[src/rtl/xswitch_port_rx.sv]
// xswitch_port_rx: drains one xswitch output port. It issues one-cycle rd_en
// strobes while the switch reports a pending word, checks each returned word
// against the port's own address, and queues accepted words in a small FIFO
// that is presented as a valid/ready stream.
module xswitch_port_rx #(
  parameter int DATA_W = 16,
  parameter int ADDR_W = 16,
  parameter int DEPTH  = 4
) (
  input  logic                   clk,
  input  logic                   reset,
  input  logic                   rx_en,
  input  logic [ADDR_W-1:0]      my_addr,
  input  logic                   data_rdy,
  input  logic [DATA_W-1:0]      data_out,
  input  logic [ADDR_W-1:0]      addr_out,
  output logic                   rd_en,
  output logic                   m_valid,
  input  logic                   m_ready,
  output logic [DATA_W-1:0]      m_data,
  output logic [ADDR_W-1:0]      m_addr,
  output logic [$clog2(DEPTH):0] level,
  output logic                   addr_err,
  input  logic                   err_clr,
  output logic [15:0]            word_cnt,
  output logic [7:0]             drop_cnt
);

  localparam int PTR_W = $clog2(DEPTH);
  localparam int LVL_W = PTR_W + 1;
  // FIFO is full at DEPTH entries.
  localparam logic [LVL_W-1:0] LVL_FULL  = LVL_W'(DEPTH);
  // Chaining a new read from CAP needs room for the word being captured now
  // plus the word the next read will bring back.
  localparam logic [LVL_W-1:0] LVL_CHAIN = LVL_W'(DEPTH - 2);

  typedef enum logic [1:0] {
    S_IDLE = 2'd0,
    S_RD   = 2'd1,
    S_CAP  = 2'd2
  } state_e;

  // Saturating increment for the drop counter.
  function automatic logic [7:0] sat_inc8(input logic [7:0] v);
    return (v == 8'hFF) ? v : v + 8'd1;
  endfunction

  state_e            state_q;
  logic              rd_en_q;

  logic [DATA_W-1:0] mem_data_q [DEPTH];
  logic [ADDR_W-1:0] mem_addr_q [DEPTH];
  logic [PTR_W-1:0]  wr_ptr_q, wr_ptr_d;
  logic [PTR_W-1:0]  rd_ptr_q, rd_ptr_d;
  logic [LVL_W-1:0]  level_q, level_d;
  logic [DATA_W-1:0] last_data_q, last_data_d;
  logic [ADDR_W-1:0] last_addr_q, last_addr_d;

  logic              addr_err_q, addr_err_d;
  logic [7:0]        drop_cnt_q, drop_cnt_d;
  logic [15:0]       word_cnt_q, word_cnt_d;

  logic              can_start;
  logic              can_chain;
  logic              cap;
  logic              addr_match;
  logic              push;
  logic              drop;
  logic              pop;
  logic              head_valid;

  assign can_start  = rx_en & data_rdy & (level_q < LVL_FULL);
  assign can_chain  = rx_en & data_rdy & (level_q <= LVL_CHAIN);
  assign cap        = (state_q == S_CAP);
  assign addr_match = (addr_out == my_addr);
  assign push       = cap & addr_match;
  assign drop       = cap & ~addr_match;
  assign head_valid = (level_q != '0);
  assign pop        = head_valid & m_ready;

  // Read-strobe FSM; rd_en is registered and high exactly while in S_RD.
  always_ff @(posedge clk or negedge reset) begin
    if (!reset) begin
      state_q <= S_IDLE;
      rd_en_q <= 1'b0;
    end else begin
      case (state_q)
        S_IDLE: begin
          if (can_start) begin
            state_q <= S_RD;
            rd_en_q <= 1'b1;
          end else begin
            state_q <= S_IDLE;
            rd_en_q <= 1'b0;
          end
        end
        S_RD: begin
          state_q <= S_CAP;
          rd_en_q <= 1'b0;
        end
        S_CAP: begin
          if (can_chain) begin
            state_q <= S_RD;
            rd_en_q <= 1'b1;
          end else begin
            state_q <= S_IDLE;
            rd_en_q <= 1'b0;
          end
        end
        default: begin
          state_q <= S_IDLE;
          rd_en_q <= 1'b0;
        end
      endcase
    end
  end

  // FIFO storage; written only on an accepted capture, never reset.
  always_ff @(posedge clk) begin
    if (push) begin
      mem_data_q[wr_ptr_q] <= data_out;
      mem_addr_q[wr_ptr_q] <= addr_out;
    end
  end

  // Next-state for FIFO pointers, occupancy and the held head value.
  always_comb begin
    wr_ptr_d    = wr_ptr_q;
    rd_ptr_d    = rd_ptr_q;
    level_d     = level_q;
    last_data_d = last_data_q;
    last_addr_d = last_addr_q;
    if (push) begin
      wr_ptr_d = wr_ptr_q + PTR_W'(1);
    end
    if (pop) begin
      rd_ptr_d    = rd_ptr_q + PTR_W'(1);
      last_data_d = mem_data_q[rd_ptr_q];
      last_addr_d = mem_addr_q[rd_ptr_q];
    end
    case ({push, pop})
      2'b10:   level_d = level_q + LVL_W'(1);
      2'b01:   level_d = level_q - LVL_W'(1);
      default: level_d = level_q;
    endcase
  end

  // FIFO control registers.
  always_ff @(posedge clk or negedge reset) begin
    if (!reset) begin
      wr_ptr_q    <= '0;
      rd_ptr_q    <= '0;
      level_q     <= '0;
      last_data_q <= '0;
      last_addr_q <= '0;
    end else begin
      wr_ptr_q    <= wr_ptr_d;
      rd_ptr_q    <= rd_ptr_d;
      level_q     <= level_d;
      last_data_q <= last_data_d;
      last_addr_q <= last_addr_d;
    end
  end

  // Next-state for status: a mismatch in the same cycle as err_clr wins.
  always_comb begin
    addr_err_d = addr_err_q;
    drop_cnt_d = drop_cnt_q;
    word_cnt_d = word_cnt_q;
    if (drop) begin
      addr_err_d = 1'b1;
      drop_cnt_d = err_clr ? 8'd1 : sat_inc8(drop_cnt_q);
    end else if (err_clr) begin
      addr_err_d = 1'b0;
      drop_cnt_d = 8'd0;
    end
    if (push) begin
      word_cnt_d = word_cnt_q + 16'd1;
    end
  end

  // Status and counter registers.
  always_ff @(posedge clk or negedge reset) begin
    if (!reset) begin
      addr_err_q <= 1'b0;
      drop_cnt_q <= 8'd0;
      word_cnt_q <= 16'd0;
    end else begin
      addr_err_q <= addr_err_d;
      drop_cnt_q <= drop_cnt_d;
      word_cnt_q <= word_cnt_d;
    end
  end

  // When empty the stream outputs keep the last popped word (0 after reset).
  assign rd_en    = rd_en_q;
  assign m_valid  = head_valid;
  assign m_data   = head_valid ? mem_data_q[rd_ptr_q] : last_data_q;
  assign m_addr   = head_valid ? mem_addr_q[rd_ptr_q] : last_addr_q;
  assign level    = level_q;
  assign addr_err = addr_err_q;
  assign drop_cnt = drop_cnt_q;
  assign word_cnt = word_cnt_q;

endmodule

[config.mk]
export PLATFORM = sky130hd
export DESIGN_NAME = xswitch_port_rx
export DESIGN_NICKNAME = d
export VERILOG_FILES = /design/src/rtl/xswitch_port_rx.sv
export SDC_FILE = /design/constraint.sdc
export NUM_CORES = 1
export LEC_CHECK = 0
export ABC_AREA = 0
export CAP_MARGIN = 20
export CORE_MARGIN = 2
export CORE_UTILIZATION = 55
export DETAILED_ROUTE_END_ITERATION = 6
export HOLD_SLACK_MARGIN = 0.1
export PLACE_DENSITY = 0.82
export SYNTH_ARGS = -nofsm -noshare
export SYNTH_HDL_FRONTEND = slang
export SYNTH_SLANG_ARGS = --single-unit
[constraint.sdc]
create_clock -name clk -period 2.9 [get_ports clk]
set_clock_uncertainty 0.15 [all_clocks]
set_input_delay 0.58 -clock clk [delete_from_list [all_inputs] [get_ports clk]]
set_output_delay 0.58 -clock clk [all_outputs]
set_load 0.01 [all_outputs]
==> results.toml, run 1 <==
[status]
outcome = "complete, but fails checks"
violations = "negative setup slack"

[critical_path]
r2r_cells = 9
crit_family = "buffers and inverters"
crit_required_ps = 2170
cpMaxStageDelayCell = "clkdlybuf4s50_1"
cp_max_fo = 12
rrSetupSlack_ps = 580
max_stage_delay_ps = 540
crit_path_end_kind = "output pin"
path_cells = "or3_2 -> buf_4 -> mux2_2 -> clkdlybuf4s50_1"
arrival_ps = 2340
worstSetupStartpointType = "flop"
crit_type = "flop to output pin"
r2r-start = "level[2]"
path_buf_inv = 2
r2r_end = "level[2]"

[floorplan]
core_area_um2 = 14600
placementRows = 44
die_x_um = 127
boundaryPins = 116
dieHeight_um = 127
die_area_um2 = 16000
start_util = 0.566

[timing]
setup_ws_ps = -173
fmax_mhz = 325
period_share = 1.06
finalHoldViolations = 0
tightest_slew_ps = 670
rsz0062_at_grt = "true"
relSlewSlack = 0.554
tns_ps = -516
min_period_ps = 3070
final_max_slew_viol_count = 0
setup-violations-final = 8

[routing]
post-route-drc-count = 0
ant_nets = 0
detail_route.iter0.violations = 463
viasPerCell = 5.76
routedWlPerCell_um = 20.8
firstDrtPassIters = 5
vias = 4789
drt-total-wl_mm = 17.3

[clocking]
clk_latency_ps = 430
cts_root_buf = "clkbuf_16"
clk_pin_slew_worst_paths_ps = 70
cts-htree-levels = 4
cts_made_buffers = 17
clock_sinks = 195
cts_tree = "done"
clockBufferDepth = 2

[hold_path]
whs_path_depth = 1
hold_end = "word_cnt[15]"
worstHoldStart = "word_cnt[15]"
holdCritPathClass = "flop to flop"

[cells_and_area]
ff_latch_area_um2 = 5520
final.fill_count = 838
final_cells = 832
nets = 697
area_growth_syn_to_layout_pct = 30.7
final_common_cell = "edfxtp_1"
mostFrequentLayoutCells = "edfxtp_1 (128), clkdlybuf4s50_1 (85), dfrtp_1 (65), buf_4 (38), mux2_2 (37)"
multiInputGateArea_um2 = 2600
antenna_cells = 0
drive_gt1_frac = 0.347

[pwr]
power.density_nw_per_um2 = 879
power_mw = 9.50
power_leakage_nw = 4.20
ir_drop_mv = 0.625

[global_routing]
grt_overflow = 0
grt_pass1_vias = 5142
met3_usage = 0.0531
grt_pass1_wl_mm = 27.4
antenna_found_initial = 0
gr-usage-met1 = 0.297
track_usage = 0.227
grtUsageMet2 = 0.377
grt-busiest-layer = "met2"
grt_max_degree = 46

[placement]
port_buffers = 115
place_inst = 782
gp_congestion = 0.812
dp_hpwl_mm = 10.7

[synthesis]
ys_seq_area_frac = 0.668
synth_top_cell_area_share = 0.465
synthDistinctLibCells = 36
syn_inst = 466
netlist_area_um2 = 8260
yosysWarnings = 0
synth_top_area_cell = "edfxtp_1"
ys_ff_latch = 195
synthesis.nets = 528
syn_avg_cell_area_um2 = 17.7
ys_top_cells_by_area = "edfxtp_1 (47%), dfrtp_1 (20%), mux4_2 (8.7%)"

[run]
max_cap_violations = 0
[metal layers]
layer	up-vias	share of wire
li1	2121	-
met1	2477	0.41
met2	169	0.52
met3	22	0.055
met4	0	0.014
met5	-	0
[final cells by class]
class	instances	share of cell area
Clock buffer	17	0.0394
Clock inverter	15	0.0232
Multi-Input combinational cell	239	0.241
Sequential cell	195	0.511
Tap cell	184	0.0213
Timing Repair Buffer	173	0.161
Inverter	9	0.00313
[sequential cells by signal (all words and copies together), names as in the netlist]
name / cells
mem_addr_q: 64
mem_data_q: 64
last_addr_q: 16
last_data_q: 16
word_cnt: 16
drop_cnt: 8
level: 3
rd_ptr_q: 2
state_q: 2
wr_ptr_q: 2
addr_err: 1
rd_en: 1
[metrics by stage]
step | util | area, µm² | hold slack, ps | setup WS (ps)
after floorplan | - | 8270 | 134 | 317
after global placement | 0.683 | 9970 | 311 | -126
after detailed placement | 0.683 | 9970 | 319 | -246
after CTS | 0.737 | 10800 | 328 | -186
after global routing | 0.740 | 10800 | 354 | -235
final | 0.740 | 10800 | 318 | -173
[cells by family after synthesis]
group,after synthesis,synth area share
XOR/XNOR,37,0.0392
buffers and inverters,32,0.0210
adder cells (fa/ha/maj),8,0.0130
AO/OA/AOI/OAI,10,0.00803
multiplexers,102,0.195
AND/OR/NAND/NOR,82,0.0560
flip-flops,195,0.668
[power by group]
group / total (mW) / switching, mW / internal [mW] / leakage, nW
clock: 2.66 / 1.03 / 1.63 / 0.334
sequential: 3.47 / 0.208 / 3.26 / 1.99
combinational: 3.37 / 1.34 / 2.02 / 1.88
[worst reg2reg max path: stages, from the launching register on]
cell and delay [ps]:
dfrtp_1 380, or3_2 520, buf_8 190, and2_4 190, ha_1 180, inv_1 70
fa_1 170, xor2_1 140, nor2_1 60, xor2_1 140
[synth_stat cells (all sizes together)]
master,count
nor4,1
a221oi,1
nor2b,5
ha,7
a21oi,1
o21ai,2
a211oi,1
mux2i,2
nand2b,2
a31oi,2
a21o,1
or3,4
nand3,11
xor2,4
o21bai,2
nor3,3
clkbuf,8
edfxtp,128
inv,9
and3,16
mux2,68
buf,15
nand2,10
and2,5
dfrtp,67
fa,1
xnor2,33
nand4,14
nor2,8
nor3b,3
mux4,32
[worst max path at each step]
stage,from,endpoint,slack (ps),cells past startpoint
floorplan,my_addr[10],mem_addr_q[0][0],320,6
global placement,addr_out[14],level[2],-130,12
detailed placement,addr_out[0],level[2],-250,12
CTS,level[2],m_addr[12],-190,4
global route,level[2],m_addr[6],-240,4
finish,level[2],m_data[9],-170,4
[what timing repair did]
action,CTS,global route
setup endpoints to repair,32,32
hold buffers,1,0
hold endpoints to repair,22,0
buffers inserted,10,7
gates resized for setup,103,24
cloned,3,1
pin swaps,0,0
Note: power is estimated with default switching activity, not from simulation.
==> inputs of run 2 (changes only) <==
--- a/config.mk
+++ b/config.mk
@@ -12,6 +12,7 @@
 export DETAILED_ROUTE_END_ITERATION = 6
 export HOLD_SLACK_MARGIN = 0.1
 export PLACE_DENSITY = 0.82
+export SLEW_MARGIN = 20
 export SYNTH_ARGS = -nofsm -noshare
 export SYNTH_HDL_FRONTEND = slang
 export SYNTH_SLANG_ARGS = --single-unit
==> results of run 2 <==
Final layout, timing and power as in run 1 (identical DEF).
